--- src/rtl/mem_access_unit_pkg.sv ---
// mem_access_unit_pkg: memory op encodings, exception codes and byte-enable constants
// shared by the MEM-stage access unit and its load extender.
package mem_access_unit_pkg;

   localparam int         DM_ADDR_BITS = 13;
   localparam logic [4:0] EXC_ADEL     = 5'd4;
   localparam logic [4:0] EXC_ADES     = 5'd5;

   localparam logic [3:0] BE_NONE = 4'b0000;
   localparam logic [3:0] BE_WORD = 4'b1111;
   localparam logic [3:0] BE_LO   = 4'b0011;
   localparam logic [3:0] BE_HI   = 4'b1100;
   localparam logic [3:0] BE_BYTE = 4'b0001;

   typedef enum logic [3:0] {
      OP_NONE = 4'd0,
      OP_LW   = 4'd1,
      OP_LH   = 4'd2,
      OP_LHU  = 4'd3,
      OP_LB   = 4'd4,
      OP_LBU  = 4'd5,
      OP_SW   = 4'd6,
      OP_SH   = 4'd7,
      OP_SB   = 4'd8
   } mem_op_e;

   function automatic logic is_load(input logic [3:0] op);
      return op >= OP_LW && op <= OP_LBU;
   endfunction

   function automatic logic is_store(input logic [3:0] op);
      return op >= OP_SW && op <= OP_SB;
   endfunction

endpackage

--- src/rtl/mem_access_unit_if.sv ---
// mem_access_unit_if: EX/MEM inputs, data-memory port and MEM/WB outputs of the access unit.
interface mem_access_unit_if;

   logic        valid_in;
   logic        stall;
   logic        flush;
   logic [3:0]  mem_op;
   logic [31:0] addr;
   logic [31:0] st_data;
   logic [4:0]  rd_in;
   logic [31:0] pc_in;
   logic [31:0] dm_rdata;
   logic [31:0] dm_addr;
   logic [3:0]  dm_be;
   logic [31:0] dm_wdata;
   logic        dm_we;
   logic        wb_valid;
   logic [4:0]  wb_rd;
   logic [31:0] wb_data;
   logic        exc_valid;
   logic [4:0]  exc_code;
   logic [31:0] exc_vaddr;
   logic [31:0] exc_pc;

   modport master (
      output valid_in, stall, flush, mem_op, addr, st_data, rd_in, pc_in, dm_rdata,
      input  dm_addr, dm_be, dm_wdata, dm_we,
      input  wb_valid, wb_rd, wb_data, exc_valid, exc_code, exc_vaddr, exc_pc
   );

   modport slave (
      input  valid_in, stall, flush, mem_op, addr, st_data, rd_in, pc_in, dm_rdata,
      output dm_addr, dm_be, dm_wdata, dm_we,
      output wb_valid, wb_rd, wb_data, exc_valid, exc_code, exc_vaddr, exc_pc
   );

endinterface

--- src/rtl/mem_access_unit_load_extend.sv ---
// mem_access_unit_load_extend: selects the addressed byte/half of the DM read word
// and sign- or zero-extends it according to the load op.
module mem_access_unit_load_extend
   import mem_access_unit_pkg::*;
(
   input  logic [3:0]  i_op,
   input  logic [1:0]  i_addr,
   input  logic [31:0] i_rdata,
   output logic [31:0] o_data
);

   logic [7:0]  w_byte;
   logic [15:0] w_half;

   assign w_byte = i_rdata[{i_addr, 3'b000} +: 8];
   assign w_half = i_rdata[{i_addr[1], 4'b0000} +: 16];

   always_comb
      o_data = i_op == OP_LB  ? {{24{w_byte[7]}}, w_byte}  :
               i_op == OP_LBU ? {24'd0, w_byte}            :
               i_op == OP_LH  ? {{16{w_half[15]}}, w_half} :
               i_op == OP_LHU ? {16'd0, w_half}            :
                                i_rdata;

endmodule

--- src/rtl/mem_access_unit.sv ---
// mem_access_unit: MEM-stage data-memory front end -- byte enables, write strobe,
// AdEL/AdES detection, load extraction and the MEM/WB register.
module mem_access_unit
   import mem_access_unit_pkg::*;
(
   input  logic             clk,
   input  logic             reset,
   mem_access_unit_if.slave bus
);

   logic        w_load, w_store, w_word, w_half, w_mis, w_oor, w_fault, w_we;
   logic [3:0]  w_be;
   logic [4:0]  w_code;
   logic [31:0] w_ldata;
   logic        r_st_done;
   logic        r_wb_valid, r_exc_valid;
   logic [4:0]  r_wb_rd, r_exc_code;
   logic [31:0] r_wb_data, r_exc_vaddr, r_exc_pc;

   always_comb begin
      w_load  = is_load(bus.mem_op);
      w_store = is_store(bus.mem_op);
      w_word  = bus.mem_op == OP_LW || bus.mem_op == OP_SW;
      w_half  = bus.mem_op == OP_LH || bus.mem_op == OP_LHU || bus.mem_op == OP_SH;
      w_mis   = (w_word && bus.addr[1:0] != 2'b00) || (w_half && bus.addr[0]);
      w_oor   = |bus.addr[31:DM_ADDR_BITS];
      w_fault = bus.valid_in && (w_mis || w_oor) && (w_load || w_store);
      w_code  = w_store ? EXC_ADES : EXC_ADEL;
      w_be    = bus.mem_op == OP_SW ? BE_WORD :
                bus.mem_op == OP_SH ? (bus.addr[1] ? BE_HI : BE_LO) :
                bus.mem_op == OP_SB ? BE_BYTE << bus.addr[1:0] :
                                      BE_NONE;
      // st_done blocks a second commit of a store that sits in MEM under stall
      w_we    = !reset && bus.valid_in && w_store && !w_fault && !bus.flush && !r_st_done;
   end

   mem_access_unit_load_extend u_ext (
      .i_op    (bus.mem_op),
      .i_addr  (bus.addr[1:0]),
      .i_rdata (bus.dm_rdata),
      .o_data  (w_ldata)
   );

   always_ff @(posedge clk)
      r_st_done <= !reset && bus.stall && !bus.flush && (r_st_done || w_we);

   always_ff @(posedge clk)
      if (reset) begin
         r_wb_valid  <= 1'b0;
         r_wb_rd     <= 5'd0;
         r_wb_data   <= 32'd0;
         r_exc_valid <= 1'b0;
         r_exc_code  <= 5'd0;
         r_exc_vaddr <= 32'd0;
         r_exc_pc    <= 32'd0;
      end else if (!bus.stall) begin
         r_wb_valid  <= bus.valid_in && w_load && !w_fault && !bus.flush;
         r_wb_rd     <= bus.rd_in;
         r_wb_data   <= w_ldata;
         r_exc_valid <= w_fault && !bus.flush;
         r_exc_code  <= w_code;
         r_exc_vaddr <= bus.addr;
         r_exc_pc    <= bus.pc_in;
      end else
         r_exc_valid <= 1'b0;

   assign bus.dm_addr   = bus.addr;
   assign bus.dm_be     = w_be;
   assign bus.dm_wdata  = bus.st_data;
   assign bus.dm_we     = w_we;
   assign bus.wb_valid  = r_wb_valid;
   assign bus.wb_rd     = r_wb_rd;
   assign bus.wb_data   = r_wb_data;
   assign bus.exc_valid = r_exc_valid;
   assign bus.exc_code  = r_exc_code;
   assign bus.exc_vaddr = r_exc_vaddr;
   assign bus.exc_pc    = r_exc_pc;

endmodule

--- src/flat_wrapper.sv ---
// flat-port wrapper written by rule: the top's interface ports become plain ports
module mem_access_unit_flat import mem_access_unit_pkg::*;
  (clk, reset, bus_valid_in, bus_stall, bus_flush, bus_mem_op, bus_addr, bus_st_data, bus_rd_in, bus_pc_in, bus_dm_rdata, bus_dm_addr, bus_dm_be, bus_dm_wdata, bus_dm_we, bus_wb_valid, bus_wb_rd, bus_wb_data, bus_exc_valid, bus_exc_code, bus_exc_vaddr, bus_exc_pc);
  mem_access_unit_if bus_i ();
  input  logic clk;
  input  logic reset;
  input wire logic [$bits(bus_i.valid_in)-1:0] bus_valid_in;
  input wire logic [$bits(bus_i.stall)-1:0] bus_stall;
  input wire logic [$bits(bus_i.flush)-1:0] bus_flush;
  input wire logic [$bits(bus_i.mem_op)-1:0] bus_mem_op;
  input wire logic [$bits(bus_i.addr)-1:0] bus_addr;
  input wire logic [$bits(bus_i.st_data)-1:0] bus_st_data;
  input wire logic [$bits(bus_i.rd_in)-1:0] bus_rd_in;
  input wire logic [$bits(bus_i.pc_in)-1:0] bus_pc_in;
  input wire logic [$bits(bus_i.dm_rdata)-1:0] bus_dm_rdata;
  output wire logic [$bits(bus_i.dm_addr)-1:0] bus_dm_addr;
  output wire logic [$bits(bus_i.dm_be)-1:0] bus_dm_be;
  output wire logic [$bits(bus_i.dm_wdata)-1:0] bus_dm_wdata;
  output wire logic [$bits(bus_i.dm_we)-1:0] bus_dm_we;
  output wire logic [$bits(bus_i.wb_valid)-1:0] bus_wb_valid;
  output wire logic [$bits(bus_i.wb_rd)-1:0] bus_wb_rd;
  output wire logic [$bits(bus_i.wb_data)-1:0] bus_wb_data;
  output wire logic [$bits(bus_i.exc_valid)-1:0] bus_exc_valid;
  output wire logic [$bits(bus_i.exc_code)-1:0] bus_exc_code;
  output wire logic [$bits(bus_i.exc_vaddr)-1:0] bus_exc_vaddr;
  output wire logic [$bits(bus_i.exc_pc)-1:0] bus_exc_pc;
  assign bus_i.valid_in = bus_valid_in;
  assign bus_i.stall = bus_stall;
  assign bus_i.flush = bus_flush;
  assign bus_i.mem_op = bus_mem_op;
  assign bus_i.addr = bus_addr;
  assign bus_i.st_data = bus_st_data;
  assign bus_i.rd_in = bus_rd_in;
  assign bus_i.pc_in = bus_pc_in;
  assign bus_i.dm_rdata = bus_dm_rdata;
  assign bus_dm_addr = bus_i.dm_addr;
  assign bus_dm_be = bus_i.dm_be;
  assign bus_dm_wdata = bus_i.dm_wdata;
  assign bus_dm_we = bus_i.dm_we;
  assign bus_wb_valid = bus_i.wb_valid;
  assign bus_wb_rd = bus_i.wb_rd;
  assign bus_wb_data = bus_i.wb_data;
  assign bus_exc_valid = bus_i.exc_valid;
  assign bus_exc_code = bus_i.exc_code;
  assign bus_exc_vaddr = bus_i.exc_vaddr;
  assign bus_exc_pc = bus_i.exc_pc;
  mem_access_unit u_core (.clk(clk), .reset(reset), .bus(bus_i));
endmodule
--- config.mk ---
export PLATFORM = sky130hd
export DESIGN_NAME = mem_access_unit_flat
export DESIGN_NICKNAME = d
export VERILOG_FILES = /design/src/rtl/mem_access_unit_pkg.sv /design/src/rtl/mem_access_unit_if.sv /design/src/rtl/mem_access_unit_load_extend.sv /design/src/rtl/mem_access_unit.sv /design/src/flat_wrapper.sv
export SDC_FILE = /design/constraint.sdc
export NUM_CORES = 1
export LEC_CHECK = 0
export ABC_AREA = 1
export CAP_MARGIN = 20
export CORE_AREA = 2 2 125 127
export CTS_BUF_LIST = sky130_fd_sc_hd__clkbuf_8
export DETAILED_ROUTE_END_ITERATION = 12
export DIE_AREA = 0 0 127 129
export GPL_ROUTABILITY_DRIVEN = 0
export GPL_TIMING_DRIVEN = 0
export PLACE_DENSITY = 0.76
export SYNTH_ARGS = -nofsm -noshare
export SYNTH_HDL_FRONTEND = slang
export SYNTH_SLANG_ARGS = --single-unit
--- constraint.sdc ---
create_clock -name clk -period 2 [get_ports clk]
set_input_delay 0.4 -clock clk [delete_from_list [all_inputs] [get_ports clk]]
set_output_delay 0.4 -clock clk [all_outputs]
set_load 0.05 [all_outputs]
* Word-level counts from Yosys, hierarchy flattened
Cells that the tools add are included.
Word-level totals: register bits after elaboration 109, latch bits 0, memory bits (writable) 0, ROM bits 0, output and inout port bits 177, logic and storage cells 64, memories kept 0
Operators by class: add/sub/neg operators 0, $mul 0, divide/modulo/power cells 0, $lt $le $gt $ge 4, equality and inequality tests 8, shift operators 3, muxes and demuxes 9, bitwise logic cells 0, reductions and logical operators 32
Operator list (count):
- 32-bit 2-to-1 mux | 4
- 32-bit by 6-bit indexed part select with 16-bit output | 1
- 32-bit by 6-bit indexed part select with 8-bit output | 1
- 19-bit OR reduction | 1
- 1-bit logical AND | 18
- 4-bit by 3-bit == test with 1-bit output (second input constant) | 4
- 4-bit 2-to-1 mux | 4
- 4-bit by 2-bit == test with 1-bit output (second input constant) | 2
- 1-bit logical OR | 7
- 4-bit by 1-bit == test with 1-bit output (second input constant) | 1
- 4-bit == test (second input constant) | 1
- 4-bit by 1-bit greater-or-equal comparator with 1-bit output (second input constant) | 1
- 4-bit by 3-bit greater-or-equal comparator with 1-bit output (second input constant) | 1
- 4-bit by 3-bit <= comparator with 1-bit output (second input constant) | 1
- 4-bit <= comparator (second input constant) | 1
- 1-bit logical NOT | 4
- 1-bit by 2-bit left shift with 4-bit output (first input constant) | 1
- 2-bit nonzero test | 1
- 2-bit OR reduction | 1
- 1-bit 2-to-1 mux | 1

* Logic depth before layout (Yosys ltp)
Gate-level depths: netlist of the first run.
depth in word-level cells 14, depth in mapped cells 12

* By module
A second synthesis of the first run with hierarchy kept.
Second synthesis, totals: cell total of the unflattened synthesis 835, area total of the unflattened synthesis 5566.6 µm²
Modules (own cells, without submodules):
- mem_access_unit | instances 1, cells each 581, area an instance 4396.7 µm², seq. area each 2122.0 µm²
- mem_access_unit_load_extend | instances 1, cells each 254, area an instance 1169.9 µm², seq. area each 0.0 µm²

* Worst setup path after synthesis of the first run
Ideal clock, no wire load.
path type input -> output, start in bus_mem_op[1], end out bus_dm_be[3], arrival time 1907 ps, data required time 1600 ps, setup slack -307 ps, stages on the path 4, path buffers 1, cells stage by stage buf_12 -> nor2_4 -> nand3_1 -> o21ai_0
Between the ends: cells in the longest elaborated chain, start to end 4
Ends and longest elaborated chain:
- start, declared | line flat_wrapper.sv:10 | input wire logic [$bits(bus_i.mem_op)-1:0] bus_mem_op;
- 4-bit == test | line mem_access_unit.sv:31 | bus.mem_op == OP_SB ? BE_BYTE << bus.addr[1:0] :
- 4-bit 2-to-1 mux | line mem_access_unit.sv:31
- 4-bit 2-to-1 mux | line mem_access_unit.sv:30 | bus.mem_op == OP_SH ? (bus.addr[1] ? BE_HI : BE_LO) :
- 4-bit 2-to-1 mux (*) | line mem_access_unit.sv:29 | w_be = bus.mem_op == OP_SW ? BE_WORD :
- end, declared | line flat_wrapper.sv:17 | output wire logic [$bits(bus_i.dm_be)-1:0] bus_dm_be;
Mark *: on every way between the ends. The rest lies on a longest branch, timed or not.

* Final worst setup path of the first run
start in bus_addr[24], end out bus_dm_we
Between the ends: cells in the longest elaborated chain, start to end 8
Ends and longest elaborated chain:
- start, declared | line flat_wrapper.sv:11 | input wire logic [$bits(bus_i.addr)-1:0] bus_addr;
- 19-bit OR reduction | line mem_access_unit.sv:26 | w_oor = |bus.addr[31:DM_ADDR_BITS];
- 1-bit logical OR | line mem_access_unit.sv:27 | w_fault = bus.valid_in && (w_mis || w_oor) && (w_load || w_store);
- 1-bit logical AND (2 in a row) | line mem_access_unit.sv:27
- 1-bit logical NOT | line mem_access_unit.sv:34 | w_we = !reset && bus.valid_in && w_store && !w_fault && !bus.flush && !r_st_done;
- 1-bit logical AND (3 in a row) | line mem_access_unit.sv:34
- end, declared | line flat_wrapper.sv:19 | output wire logic [$bits(bus_i.dm_we)-1:0] bus_dm_we;
Every way passes these cells.

==> insert_results.sql, run 1 <==
INSERT INTO impl_metrics (metric_group, metric, value, unit) VALUES
('layout', 'antennaDiodeCount', '0', ''),
('placed_design', 'port_buffers', '280', ''),
('timing', 'max_clock_freq', '0.485', 'GHz'),
('job', 'timing.max_cap.violations', '0', ''),
('die', 'die-width', '127', 'um'),
('layout', 'fraction_of_final_layout_cells_sized_beyond_drive_strength_1', '16.4', '%'),
('die', 'dieArea', '16400', 'um^2'),
('clock_network', 'tritoncts_clock_tree', 'built', ''),
('detailed_routing', 'routed_via_density', '4.75', ''),
('detailed_routing', 'routedWlPerCell', '16.0', 'um'),
('critical_path', 'worst-r2r-setup-slack', '1.36', 'ns'),
('power_and_ir_drop', 'total_power', '5.54', 'mW'),
('critical_path', 'crit_arrival', '1.66', 'ns'),
('timing', 'clock_skews', '0', 'ns'),
('detailed_routing', 'drt_pre_antenna_iters', '4', ''),
('layout', 'leading_cell_type_in_the_layout_fill_and_taps_excluded', 'nand2_1', ''),
('timing', 'final_hold_viol_count', '0', ''),
('layout', 'nFillCells', '1367', ''),
('die', 'chipHeight', '129', 'um'),
('detailed_routing', 'drcViolationCount', '0', ''),
('clock_network', 'clkSinkCount', '106', ''),
('timing', 'timing.final.setup_violations', '1', ''),
('status', 'failed_checks', 'negative setup slack', ''),
('layout', 'postLayoutCoreUtil', '55.5', '%'),
('layout', 'layout.nets', '1037', ''),
('die', 'floorplan.initialDensity', '33.5', '%'),
('critical_path', 'most_numerous_cell_on_the_critical_path', 'nand2_1', ''),
('critical_path', 'critical_path.startpoint_type', 'input pin', ''),
('layout', 'synth_to_layout_area_growth', '65.9', '%'),
('logic_synthesis', 'postSynthCellCount', '602', ''),
('die', 'placement_rows', '45', ''),
('critical_path', 'timing.critical_path.cells', 'dlygate4sd2_1 > nor2_1 > nand2_1 > nor2_1 > nand2_1 > nor2_2 > nand2_1 > nand2_2 > nand2_4 > nor2_4 > buf_8', ''),
('global_routing', 'global_router_s_overall_resource_usage', '20.4', '%'),
('global_routing', 'grt_pass1_wl', '26200', 'um'),
('power_and_ir_drop', 'p_leak', '4.52', 'nW'),
('critical_path', 'critical_path_required', '1.60', 'ns'),
('logic_synthesis', 'netlist_area', '5010', 'um^2'),
('timing', 'setup_repair_after_global_routing_missed_its_margin', 'yes', ''),
('detailed_routing', 'ant_nets', '0', ''),
('power_and_ir_drop', 'max_vdd_drop', '0.000418', 'V'),
('layout', 'layout.cells.most_common_list', 'nand2_1 (174), clkdlybuf4s50_1 (162), dfxtp_1 (106)', ''),
('clock_network', 'ctsHtreeMaxLevel', '3', ''),
('timing', 'transition_at_the_pin_with_the_smallest_max_transition_slack', '0.567', 'ns'),
('critical_path', 'reg2reg_depth', '1', ''),
('power_and_ir_drop', 'power.density_cell_area', '666', 'nW/um^2'),
('die', 'pin_count', '319', ''),
('timing', 'number_of_max_slew_violations_in_the_final_report', '0', ''),
('global_routing', 'globalRoute.totalOverflow', '0', ''),
('critical_path', 'critical_path_peak_fanout', '3', ''),
('critical_path', 'worst_stage_delay_on_the_critical_path', '0.28', 'ns'),
('placed_design', 'placedCellCount', '1072', ''),
('timing', 'final_critical_path_setup_slack', '-0.0610', 'ns'),
('detailed_routing', 'detailedRoute.firstIterationViolations', '250', ''),
('status', 'run_status', 'complete, but fails checks', ''),
('global_routing', 'antenna_found_initial', '0', ''),
('clock_network', 'clock_path_buffers', '2', ''),
('timing', 'timing.final.crit_share', '103', '%'),
('critical_path', 'rr_startpoint', 'u_core.bus.exc_vaddr[30]$_SDFFE_PP0N_', ''),
('critical_path', 'worst_setup_path_endpoint', 'bus_dm_we', ''),
('clock_network', 'cts.reportedPaths.clkPinSlew', '0.11', 'ns'),
('critical_path', 'type_of_the_worst_setup_path', 'in2out', ''),
('timing', 'slew_headroom', '62.3', '%'),
('layout', 'post_layout_nonfiller_instances', '1088', ''),
('detailed_routing', 'via_count', '5166', ''),
('timing', 'final.hold.worst_slack', '0.338', 'ns'),
('logic_synthesis', 'yosys_register_bits', '106', ''),
('logic_synthesis', 'post_synth.cell_area_avg', '8.33', 'um^2'),
('clock_network', 'skew_pair_late_insertion_delay', '0.38', 'ns'),
('detailed_routing', 'routed_wirelength', '17400', 'um'),
('clock_network', 'cts_inserted_buffers', '9', ''),
('clock_network', 'cts_post_setup_buffers_inserted', '0', '');
==> critical path, delay by kind of cell <==
family	cells	cell delay, ns
and+or+nand+nor	9	0.82
buffers and inverters	2	0.43
==> stage by stage <==
step	TNS [ns]	setup WS, ns	cell area [um^2]
finish	-0.0610	-0.0610	8320
detailed placement	-42.13	-1.10	8070
CTS	-0.397	-0.191	8180
global route	-0.180	-0.176	8320
global placement	-43.94	-1.09	8070
floorplan	0	0.0722	5030
==> cell families (layout without fill, tap and decap cells) <==
| family | after synthesis | after routing | share of synthesized area, % |
|---|---|---|---|
| DFF | 106 | 106 | 42.3 |
| and+or+nand+nor | 228 | 228 | 20.1 |
| other | 1 | 3 | 0.0748 |
| buffers and inverters | 133 | 429 | 17.1 |
| AOI/OAI and AO/OA | 134 | 134 | 20.4 |
==> Yosys cell counts, drive strengths merged <==
library cell / number / area (um^2)
nor3: 3 / 20.0
a21oi: 20 / 108
o2111ai: 6 / 52.6
nand4: 1 / 6.26
nor2: 28 / 171
clkbuf: 15 / 56.3
o21ai: 28 / 155
conb: 1 / 3.75
a22o: 67 / 587
o211ai: 3 / 27.5
nand3: 15 / 87.6
nand2: 181 / 721
inv: 33 / 139
buf: 85 / 662
dfxtp: 106 / 2120
a31oi: 1 / 21.3
a22oi: 9 / 72.6
==> cell type report <==
type	count	area, um^2	share of cell area, %
repair buffers	280	2830	34.0
clock inverters	7	75.1	0.903
flip-flops and latches	106	2120	25.5
well taps	188	235	2.83
plain buffers	100	718	8.64
inverters	33	139	1.67
multi-input cells	365	2070	24.9
clock buffers	9	124	1.49
==> per-layer routing <==
metal / vias to the layer above / routed length [um] / track usage [%]
met2: 268 / 8600 / 36.0
met1: 2320 / 6710 / 23.4
li1: 2537 / - / -
met5: - / 0 / 0
met4: 0 / 462 / 7.76
met3: 41 / 1600 / 5.99
==> report_power, final <==
| part | internal [mW] | switching [mW] |
|---|---|---|
| clock network | 0.591 | 0.775 |
| registers | 2.24 | 0.0664 |
| logic | 0.699 | 1.17 |
==> registers in the layout, summed over array words and instances, names as in the netlist <==
signal and cells:
u_core.bus.exc_code 2, u_core.bus.wb_rd 5, u_core.bus.wb_valid 1, u_core.bus.exc_pc 32
u_core.bus.exc_valid 1, u_core.r_st_done 1, u_core.bus.wb_data 32, u_core.bus.exc_vaddr 32
==> how the worst min path moves through the flow <==
stage                                             startpoint                                     to  slack (ns)  cells after the start
after floorplan                                    bus_flush        u_core.bus.exc_valid$_SDFF_PP0_        0.47                      1
after global placement    u_core.bus.wb_data[4]$_SDFFE_PP0N_     u_core.bus.wb_data[4]$_SDFFE_PP0N_        0.44                      2
after detailed placement  u_core.bus.wb_data[9]$_SDFFE_PP0N_     u_core.bus.wb_data[9]$_SDFFE_PP0N_        0.44                      2
after CTS                                        bus_addr[0]   u_core.bus.exc_vaddr[0]$_SDFFE_PP0N_        0.36                      3
after global routing                            bus_addr[31]  u_core.bus.exc_vaddr[31]$_SDFFE_PP0N_        0.33                      2
final                                           bus_addr[31]  u_core.bus.exc_vaddr[31]$_SDFFE_PP0N_        0.34                      2
==> timing repair <==
action / CTS / global route
resized for setup: 94 / 61
setup endpoints to repair: 69 / 113
pin swaps: 1 / 3
(Power assumes the default switching activity.)
==> inputs of run 2 (changes only) <==
--- a/config.mk
+++ b/config.mk
@@ -7,13 +7,15 @@
 export LEC_CHECK = 0
 export ABC_AREA = 1
 export CAP_MARGIN = 20
-export CORE_AREA = 2 2 125 127
+export CELL_PAD_IN_SITES_DETAIL_PLACEMENT = 2
+export CELL_PAD_IN_SITES_GLOBAL_PLACEMENT = 2
+export CORE_MARGIN = 2
+export CORE_UTILIZATION = 19
 export CTS_BUF_LIST = sky130_fd_sc_hd__clkbuf_8
 export DETAILED_ROUTE_END_ITERATION = 12
-export DIE_AREA = 0 0 127 129
 export GPL_ROUTABILITY_DRIVEN = 0
 export GPL_TIMING_DRIVEN = 0
-export PLACE_DENSITY = 0.76
+export PLACE_DENSITY = 0.81
 export SYNTH_ARGS = -nofsm -noshare
 export SYNTH_HDL_FRONTEND = slang
 export SYNTH_SLANG_ARGS = --single-unit
==> run 2 against run 1 <==
- the flow still finishes with violations (negative setup slack)
- first-iteration DRC count shrank 24%
- clock power grew 10%
- combinational power is essentially flat
- largest cell class unchanged
- hold slack lost 0.054 ns
- power grew 3.1%
- highest routed layer unchanged
- sequential power is essentially flat
- core utilization shrank 23 points
- fmax grew 1.8%
- final cell count grew 14%
- sequential cell count is the same
- count of clock-buffer cells in the layout is the same
==> insert_results.sql, run 2 (synthesis gave the netlist of run 1 again) <==
INSERT INTO impl_metrics (metric_group, metric, value, unit) VALUES
('status', 'run_status', 'complete, but fails checks', ''),
('status', 'failed_checks', 'negative setup slack', ''),
('timing', 'number_of_max_slew_violations_in_the_final_report', '0', ''),
('timing', 'final.hold.worst_slack', '0.284', 'ns'),
('detailed_routing', 'routed_via_density', '4.31', ''),
('timing', 'timing.final.crit_share', '101', '%'),
('critical_path', 'most_numerous_cell_on_the_critical_path', 'nand2_4', ''),
('global_routing', 'first_global_vias', '5869', ''),
('die', 'placement_rows', '59', ''),
('placed_design', 'half_perimeter_wire_length_after_placement', '18500', 'um'),
('timing', 'final_critical_path_setup_slack', '-0.0245', 'ns'),
('critical_path', 'timing.rr.end', 'u_core.bus.exc_vaddr[24]$_SDFFE_PP0N_', ''),
('die', 'die-width', '166', 'um'),
('placed_design', 'port_buffers', '280', ''),
('job', 'timing.max_cap.violations', '0', ''),
('global_routing', 'antenna_found_initial', '0', ''),
('timing', 'timing.final.setup_violations', '1', ''),
('critical_path', 'worst_setup_path_endpoint', 'bus_dm_we', ''),
('clock_network', 'ctsHtreeMaxLevel', '3', ''),
('layout', 'layout.cells.most_common_list', 'nand2_1 (174), clkdlybuf4s50_1 (127), dfxtp_1 (106)', ''),
('critical_path', 'crit_path_start', 'bus_mem_op[3]', ''),
('global_routing', 'grt_start_max_net_pins', '21', ''),
('critical_path', 'rr_startpoint', 'u_core.bus.exc_vaddr[24]$_SDFFE_PP0N_', ''),
('critical_path', 'critical_path_required', '1.60', 'ns'),
('timing', 'clock_skews', '0', 'ns'),
('layout', 'total_non_filler_cell_area_in_the_finished_layout', '8500', 'um^2'),
('critical_path', 'timing.critical_path.cells', 'buf_2 > inv_2 > nand2_4 > nor2_4 > buf_12 > inv_8 > nand2_4 > nor2_2 > nor2_2 > nand2_2 > nand2_4 > nor2_4 > buf_8', ''),
('layout', 'leading_cell_type_in_the_layout_fill_and_taps_excluded', 'nand2_1', ''),
('layout', 'multiInputGateArea', '2090', 'um^2'),
('timing', 'transition_at_the_pin_with_the_smallest_max_transition_slack', '0.624', 'ns'),
('detailed_routing', 'via_count', '5346', ''),
('global_routing', 'global_router_s_overall_resource_usage', '15.9', '%'),
('die', 'dieArea', '27700', 'um^2'),
('die', 'floorplan.initialDensity', '19.3', '%'),
('critical_path', 'worst_stage_delay_on_the_critical_path', '0.16', 'ns'),
('detailed_routing', 'detailedRoute.firstIterationViolations', '189', ''),
('clock_network', 'tritoncts_clock_tree', 'built', ''),
('timing', 'slew_headroom', '58.6', '%'),
('power_and_ir_drop', 'max_vdd_drop', '0.000255', 'V'),
('timing', 'final_hold_viol_count', '0', ''),
('detailed_routing', 'routed_wirelength', '22900', 'um'),
('detailed_routing', 'ant_nets', '0', ''),
('layout', 'antennaDiodeCount', '0', ''),
('die', 'chipHeight', '166', 'um'),
('critical_path', 'worst-r2r-setup-slack', '1.34', 'ns'),
('clock_network', 'cts.reportedPaths.clkPinSlew', '0.13', 'ns'),
('placed_design', 'dpl-instance-area', '8260', 'um^2'),
('critical_path', 'slowest_stage', 'buf_2', ''),
('layout', 'layout.nets', '1041', ''),
('critical_path', 'critical_path_peak_fanout', '10', ''),
('layout', 'regArea', '2120', 'um^2'),
('timing', 'setup_repair_after_global_routing_missed_its_margin', 'yes', ''),
('die', 'core_footprint', '26000', 'um^2'),
('global_routing', 'globalRoute.totalOverflow', '0', ''),
('critical_path', 'type_of_the_worst_setup_path', 'in2out', ''),
('clock_network', 'skew_pair_late_insertion_delay', '0.38', 'ns'),
('global_routing', 'grt_pass1_wl', '34500', 'um'),
('critical_path', 'reg2reg_depth', '1', ''),
('detailed_routing', 'drt_pre_antenna_iters', '4', ''),
('placed_design', 'dp_worst_setup_slack', '-1.16', 'ns'),
('clock_network', 'clock_path_buffers', '2', ''),
('layout', 'fraction_of_final_layout_cells_sized_beyond_drive_strength_1', '19.1', '%'),
('layout', 'nFillCells', '2962', ''),
('critical_path', 'critical_path.startpoint_type', 'input pin', ''),
('die', 'pin_count', '319', ''),
('critical_path', 'crit_arrival', '1.62', 'ns'),
('timing', 'period_minus_slack', '2.02', 'ns'),
('layout', 'synth_to_layout_area_growth', '69.7', '%'),
('clock_network', 'cts.root.buffer_cell', 'clkbuf_8', ''),
('detailed_routing', 'drcViolationCount', '0', ''),
('clock_network', 'cts_inserted_buffers', '9', ''),
('critical_path', 'worstSetupEndpointType', 'output port', ''),
('clock_network', 'clkSinkCount', '106', ''),
('power_and_ir_drop', 'p_leak', '4.74', 'nW'),
('min_path', 'hold_path.class', 'in2reg', ''),
('clock_network', 'hold_fix_buffers_cts', '0', ''),
('timing', 'max_clock_freq', '0.494', 'GHz'),
('power_and_ir_drop', 'power.density_cell_area', '672', 'nW/um^2'),
('detailed_routing', 'routedWlPerCell', '18.5', 'um');
==> run 2: layer usage <==
| layer | GRT usage (%) | part of all wire [%] |
|---|---|---|
| met1 | 18.9 | 42 |
| met2 | 29.0 | 51 |
| met3 | 3.71 | 6.2 |
| met4 | 3.90 | 1.3 |
| met5 | 0 | 0 |
==> run 2: final cells by class <==
type | instances | area share [%]
Buffer | 100 | 8.50
Clock buffer | 9 | 1.46
Clock inverter | 7 | 1.09
Inverter | 33 | 1.63
Multi-Input combinational cell | 365 | 24.5
Sequential cell | 106 | 25.0
Tap cell | 335 | 4.93
Timing Repair Buffer | 284 | 32.9
==> run 2: critical path: cells and delay by family <==
kind	cells	cell delay (ns)
buffers and inverters	5	0.60
AND/OR/NAND/NOR	8	0.62
==> run 2: worst min-delay path by stage <==
stage / from / to / slack, ns / depth (start not counted)
after floorplan: bus_flush / u_core.bus.exc_valid$_SDFF_PP0_ / 0.47 / 1
after global routing: bus_addr[29] / u_core.bus.exc_vaddr[29]$_SDFFE_PP0N_ / 0.28 / 2
after CTS: bus_addr[0] / u_core.bus.exc_vaddr[0]$_SDFFE_PP0N_ / 0.33 / 3
after global placement: u_core.bus.wb_data[6]$_SDFFE_PP0N_ / u_core.bus.wb_data[6]$_SDFFE_PP0N_ / 0.44 / 2
after detailed placement: u_core.bus.wb_data[24]$_SDFFE_PP0N_ / u_core.bus.wb_data[24]$_SDFFE_PP0N_ / 0.45 / 2
final: bus_addr[29] / u_core.bus.exc_vaddr[29]$_SDFFE_PP0N_ / 0.28 / 2
==> run 2: timing repair <==
item	CTS	global route
pin swaps	4	20
setup buffers	1	2
cloned	0	0
gates resized for setup	132	100
endpoints found under the setup margin	114	90
==> run 2: where the power goes <==
group | switching, mW | internal, mW
Sequential | 0.0715 | 2.24
Combinational | 1.21 | 0.680
Clock | 0.894 | 0.614
==> run 2: per-stage QoR <==
step	utilization [%]	TNS [ns]	std cells	total power, mW
CTS	32.2	-0.848	1237	5.82
finish	32.7	-0.0245	1239	5.71
global placement	31.7	-74.01	1219	4.31
global route	32.7	-0.356	1239	6.01
floorplan	-	0	604	3.53
detailed placement	31.8	-42.84	1220	4.35
==> inputs of run 3 (changes only) <==
--- a/config.mk
+++ b/config.mk
@@ -15,7 +15,8 @@
 export DETAILED_ROUTE_END_ITERATION = 12
 export GPL_ROUTABILITY_DRIVEN = 0
 export GPL_TIMING_DRIVEN = 0
-export PLACE_DENSITY = 0.81
+export PLACE_DENSITY = 0.82
 export SYNTH_ARGS = -nofsm -noshare
 export SYNTH_HDL_FRONTEND = slang
+export SYNTH_HIERARCHICAL = 1
 export SYNTH_SLANG_ARGS = --single-unit
==> run 3 against run 2 <==
- cell area is 7.7% higher
- combinational power increased by 5%
- routed wire length up 11%
- clock power down 4%
- sequential share of layout area fell by 1.8 points
- the flow now finishes without violations
- global-route usage up 0.052 points
- synthesized cell count grew 39%
- clock skew unchanged
- largest power group unchanged
- die area up 11%
- area after synthesis up 11%
- count of clock-buffer cells in the layout grew 1
==> insert_results.sql, run 3 <==
INSERT INTO impl_metrics (metric_group, metric, value, unit) VALUES
('detailed_routing', 'drt_pre_antenna_iters', '4', ''),
('clock_network', 'cts_inserted_buffers', '9', ''),
('critical_path', 'critical_path.n_buffers_inverters', '3', ''),
('timing', 'final_hold_viol_count', '0', ''),
('critical_path', 'reg2reg_depth', '2', ''),
('critical_path', 'critical_path_required', '1.60', 'ns'),
('layout', 'postLayoutCoreUtil', '31.8', '%'),
('logic_synthesis', 'post_synth_num_cell_types', '28', ''),
('layout', 'layout.nets', '1285', ''),
('detailed_routing', 'drcViolationCount', '0', ''),
('status', 'run_status', 'completed', ''),
('min_path', 'min_to', 'u_core/bus.exc_vaddr[25]$_SDFFE_PP0N_', ''),
('logic_synthesis', 'netlist_top_cells_area', 'dfxtp_1 (38%), nand2_1 (22%), buf_4 (10%)', ''),
('timing', 'number_of_max_slew_violations_in_the_final_report', '0', ''),
('clock_network', 'cts.reportedPaths.clkPinSlew', '0.10', 'ns'),
('layout', 'nFillCells', '3406', ''),
('critical_path', 'critical_path.startpoint_type', 'input pin', ''),
('clock_network', 'clock_path_buffers', '2', ''),
('die', 'dieArea', '30700', 'um^2'),
('die', 'die-width', '175', 'um'),
('critical_path', 'slowest_stage', 'clkdlybuf4s50_1', ''),
('global_routing', 'first_global_vias', '6805', ''),
('layout', 'synth_to_layout_area_growth', '64.6', '%'),
('logic_synthesis', 'synth_most_common_cell', 'nand2_1', ''),
('critical_path', 'critical_path_peak_fanout', '2', ''),
('power_and_ir_drop', 'power.density_cell_area', '625', 'nW/um^2'),
('timing', 'setup_repair_after_global_routing_missed_its_margin', 'yes', ''),
('global_routing', 'grt_start_max_net_pins', '19', ''),
('critical_path', 'critical-path-top-delay-family', 'buffers and inverters', ''),
('die', 'core_footprint', '28800', 'um^2'),
('layout', 'post_layout_nonfiller_instances', '1532', ''),
('global_routing', 'global_router_s_overall_resource_usage', '16.0', '%'),
('clock_network', 'skew_pair_late_insertion_delay', '0.38', 'ns'),
('logic_synthesis', 'synth.largest_area_cell', 'dfxtp_1', ''),
('detailed_routing', 'via_count', '6467', ''),
('global_routing', 'grt_pass1_wl', '38400', 'um'),
('layout', 'fraction_of_final_layout_cells_sized_beyond_drive_strength_1', '17.7', '%'),
('clock_network', 'ctsHtreeMaxLevel', '3', ''),
('die', 'chipHeight', '175', 'um'),
('critical_path', 'worstSetupEndpointType', 'output port', ''),
('min_path', 'worstHoldPathCells', '3', ''),
('global_routing', 'antenna_found_initial', '0', ''),
('logic_synthesis', 'postSynthCellCount', '835', ''),
('timing', 'transition_at_the_pin_with_the_smallest_max_transition_slack', '0.604', 'ns'),
('logic_synthesis', 'ys.flop_type', 'dfxtp_1', ''),
('detailed_routing', 'routed_via_density', '4.22', ''),
('timing', 'clock_skews', '0', 'ns'),
('min_path', 'hold_start', 'bus_addr[25]', ''),
('detailed_routing', 'routedWlPerCell', '16.6', 'um'),
('power_and_ir_drop', 'max_vdd_drop', '0.000224', 'V'),
('layout', 'layout.cells.most_common_list', 'nand2_1 (330), clkdlybuf4s50_1 (142), dfxtp_1 (106)', ''),
('job', 'timing.max_cap.violations', '0', ''),
('critical_path', 'timing.critical_path.cells', 'clkdlybuf4s50_1 > buf_4 > dlygate4sd2_1', ''),
('timing', 'slew_headroom', '59.9', '%'),
('die', 'pin_count', '319', ''),
('timing', 'max_clock_freq', '0.503', 'GHz'),
('critical_path', 'type_of_the_worst_setup_path', 'in2out', ''),
('die', 'placement_rows', '62', ''),
('logic_synthesis', 'yosysSeqAreaShare', '38.1', '%'),
('layout', 'leading_cell_type_in_the_layout_fill_and_taps_excluded', 'nand2_1', ''),
('global_routing', 'globalRoute.totalOverflow', '0', ''),
('logic_synthesis', 'post_synth.cell_area_avg', '6.67', 'um^2'),
('clock_network', 'clkSinkCount', '106', ''),
('critical_path', 'worst-r2r-setup-slack', '1.30', 'ns'),
('logic_synthesis', 'synthesis.yosys.warnings', '6', ''),
('placed_design', 'placedCellCount', '1504', ''),
('clock_network', 'cts.root.buffer_cell', 'clkbuf_8', ''),
('logic_synthesis', 'synth.cells.most_frequent', 'nand2_1 (332), dfxtp_1 (106), a21oi_1 (93), buf_4 (74), inv_1 (54)', ''),
('die', 'floorplan.initialDensity', '19.3', '%'),
('detailed_routing', 'detailedRoute.firstIterationViolations', '198', ''),
('critical_path', 'rr_startpoint', 'u_core/bus.wb_data[8]$_SDFFE_PP0N_', ''),
('power_and_ir_drop', 'p_leak', '4.90', 'nW'),
('clock_network', 'tritoncts_clock_tree', 'built', ''),
('logic_synthesis', 'synth-edff-count', '0', ''),
('critical_path', 'worst_stage_delay_on_the_critical_path', '0.54', 'ns'),
('layout', 'antennaDiodeCount', '0', ''),
('logic_synthesis', 'netlist_area', '5570', 'um^2'),
('detailed_routing', 'routed_wirelength', '25500', 'um'),
('detailed_routing', 'ant_nets', '0', ''),
('critical_path', 'timing.rr.end', 'u_core/bus.wb_data[8]$_SDFFE_PP0N_', ''),
('placed_design', 'port_buffers', '283', ''),
('logic_synthesis', 'yosys_register_bits', '106', ''),
('logic_synthesis', 'synthDominantCellAreaShare', '38.1', '%'),
('timing', 'timing.final.setup_violations', '0', ''),
('critical_path', 'crit_path_start', 'bus_addr[2]', ''),
('timing', 'period_minus_slack', '1.99', 'ns'),
('placed_design', 'half_perimeter_wire_length_after_placement', '20800', 'um'),
('logic_synthesis', 'share_of_flip_flops_with_an_asynchronous_set_or_reset', '0', '%'),
('critical_path', 'crit_arrival', '1.59', 'ns'),
('timing', 'timing.final.crit_share', '99.4', '%'),
('min_path', 'hold_path.class', 'in2reg', '');
==> run 3: worst min-delay path, delay by kind of cell <==
family	cells	cell delay, ns
buffers and inverters	1	0.10
AND/OR/NAND/NOR	1	0.06
AO/OA/AOI/OAI	1	0.05
==> run 3: logic make-up after synthesis <==
kind of cell | count (synthesis) | share of synthesized area (%)
AOI/OAI and AO/OA | 127 | 12.2
buffers and inverters | 176 | 18.0
DFF | 106 | 38.1
other | 1 | 0.0674
and+or+nand+nor | 425 | 31.6
==> run 3: metal layers <==
| metal | GRT usage, % | vias up | share of wire [%] | wire length, um |
|---|---|---|---|---|
| met5 | 0 | - | 0 | 0 |
| li1 | - | 3170 | - | - |
| met3 | 3.00 | 22 | 5.5 | 1390 |
| met4 | 4.24 | 0 | 2.0 | 509 |
| met2 | 30.2 | 193 | 52 | 13400 |
| met1 | 18.2 | 3082 | 40 | 10200 |
==> run 3: report_power, final <==
| part | total [mW] | internal, mW | leakage (nW) | switching [mW] |
|---|---|---|---|---|
| clock | 1.45 | 0.633 | 0.112 | 0.816 |
| sequential | 2.29 | 2.23 | 0.873 | 0.0597 |
| combinational | 1.99 | 0.694 | 3.91 | 1.29 |
==> run 3: cell type report <==
| cell class | instances | area [um^2] | area share [%] |
|---|---|---|---|
| clock buffers | 10 | 138 | 1.50 |
| well taps | 384 | 480 | 5.24 |
| inverters | 59 | 226 | 2.47 |
| plain buffers | 117 | 779 | 8.51 |
| clock inverters | 6 | 73.8 | 0.806 |
| flip-flops and latches | 106 | 2120 | 23.2 |
| multi-input cells | 555 | 2480 | 27.1 |
| repair buffers | 295 | 2860 | 31.2 |
==> run 3: how the worst max path moves through the flow <==
| stage | slack, ns | to | cells after the start |
|---|---|---|---|
| 2_1_floorplan | -0.26 | bus_dm_be[1] | 3 |
| 6_report | 0.01 | bus_dm_addr[2] | 3 |
| 4_1_cts | -0.20 | bus_dm_we | 9 |
| 3_3_place_gp | -1.06 | bus_dm_we | 10 |
| 3_5_place_dp | -1.11 | bus_dm_we | 10 |
| 5_1_grt | -0.05 | bus_dm_we | 9 |
==> run 3: metrics by stage <==
stage | power [mW] | hold slack (ns) | TNS [ns] | area (um^2) | setup WS, ns
after global routing | 6.05 | 0.273 | -0.0517 | 9160 | -0.0517
after CTS | 5.84 | 0.406 | -0.196 | 9000 | -0.196
final | 5.73 | 0.289 | 0 | 9160 | 0.0122
after detailed placement | 4.40 | 0.451 | -21.05 | 8890 | -1.11
after global placement | 4.36 | 0.439 | -19.66 | 8890 | -1.06
after floorplan | 3.56 | 0.450 | -0.960 | 5580 | -0.261
==> run 3: what timing repair did <==
item,CTS,global route
endpoints found under the setup margin,83,45
hold buffers,0,0
setup buffers,1,11
pin swaps,2,16
cloned,0,0
gates resized for setup,136,96
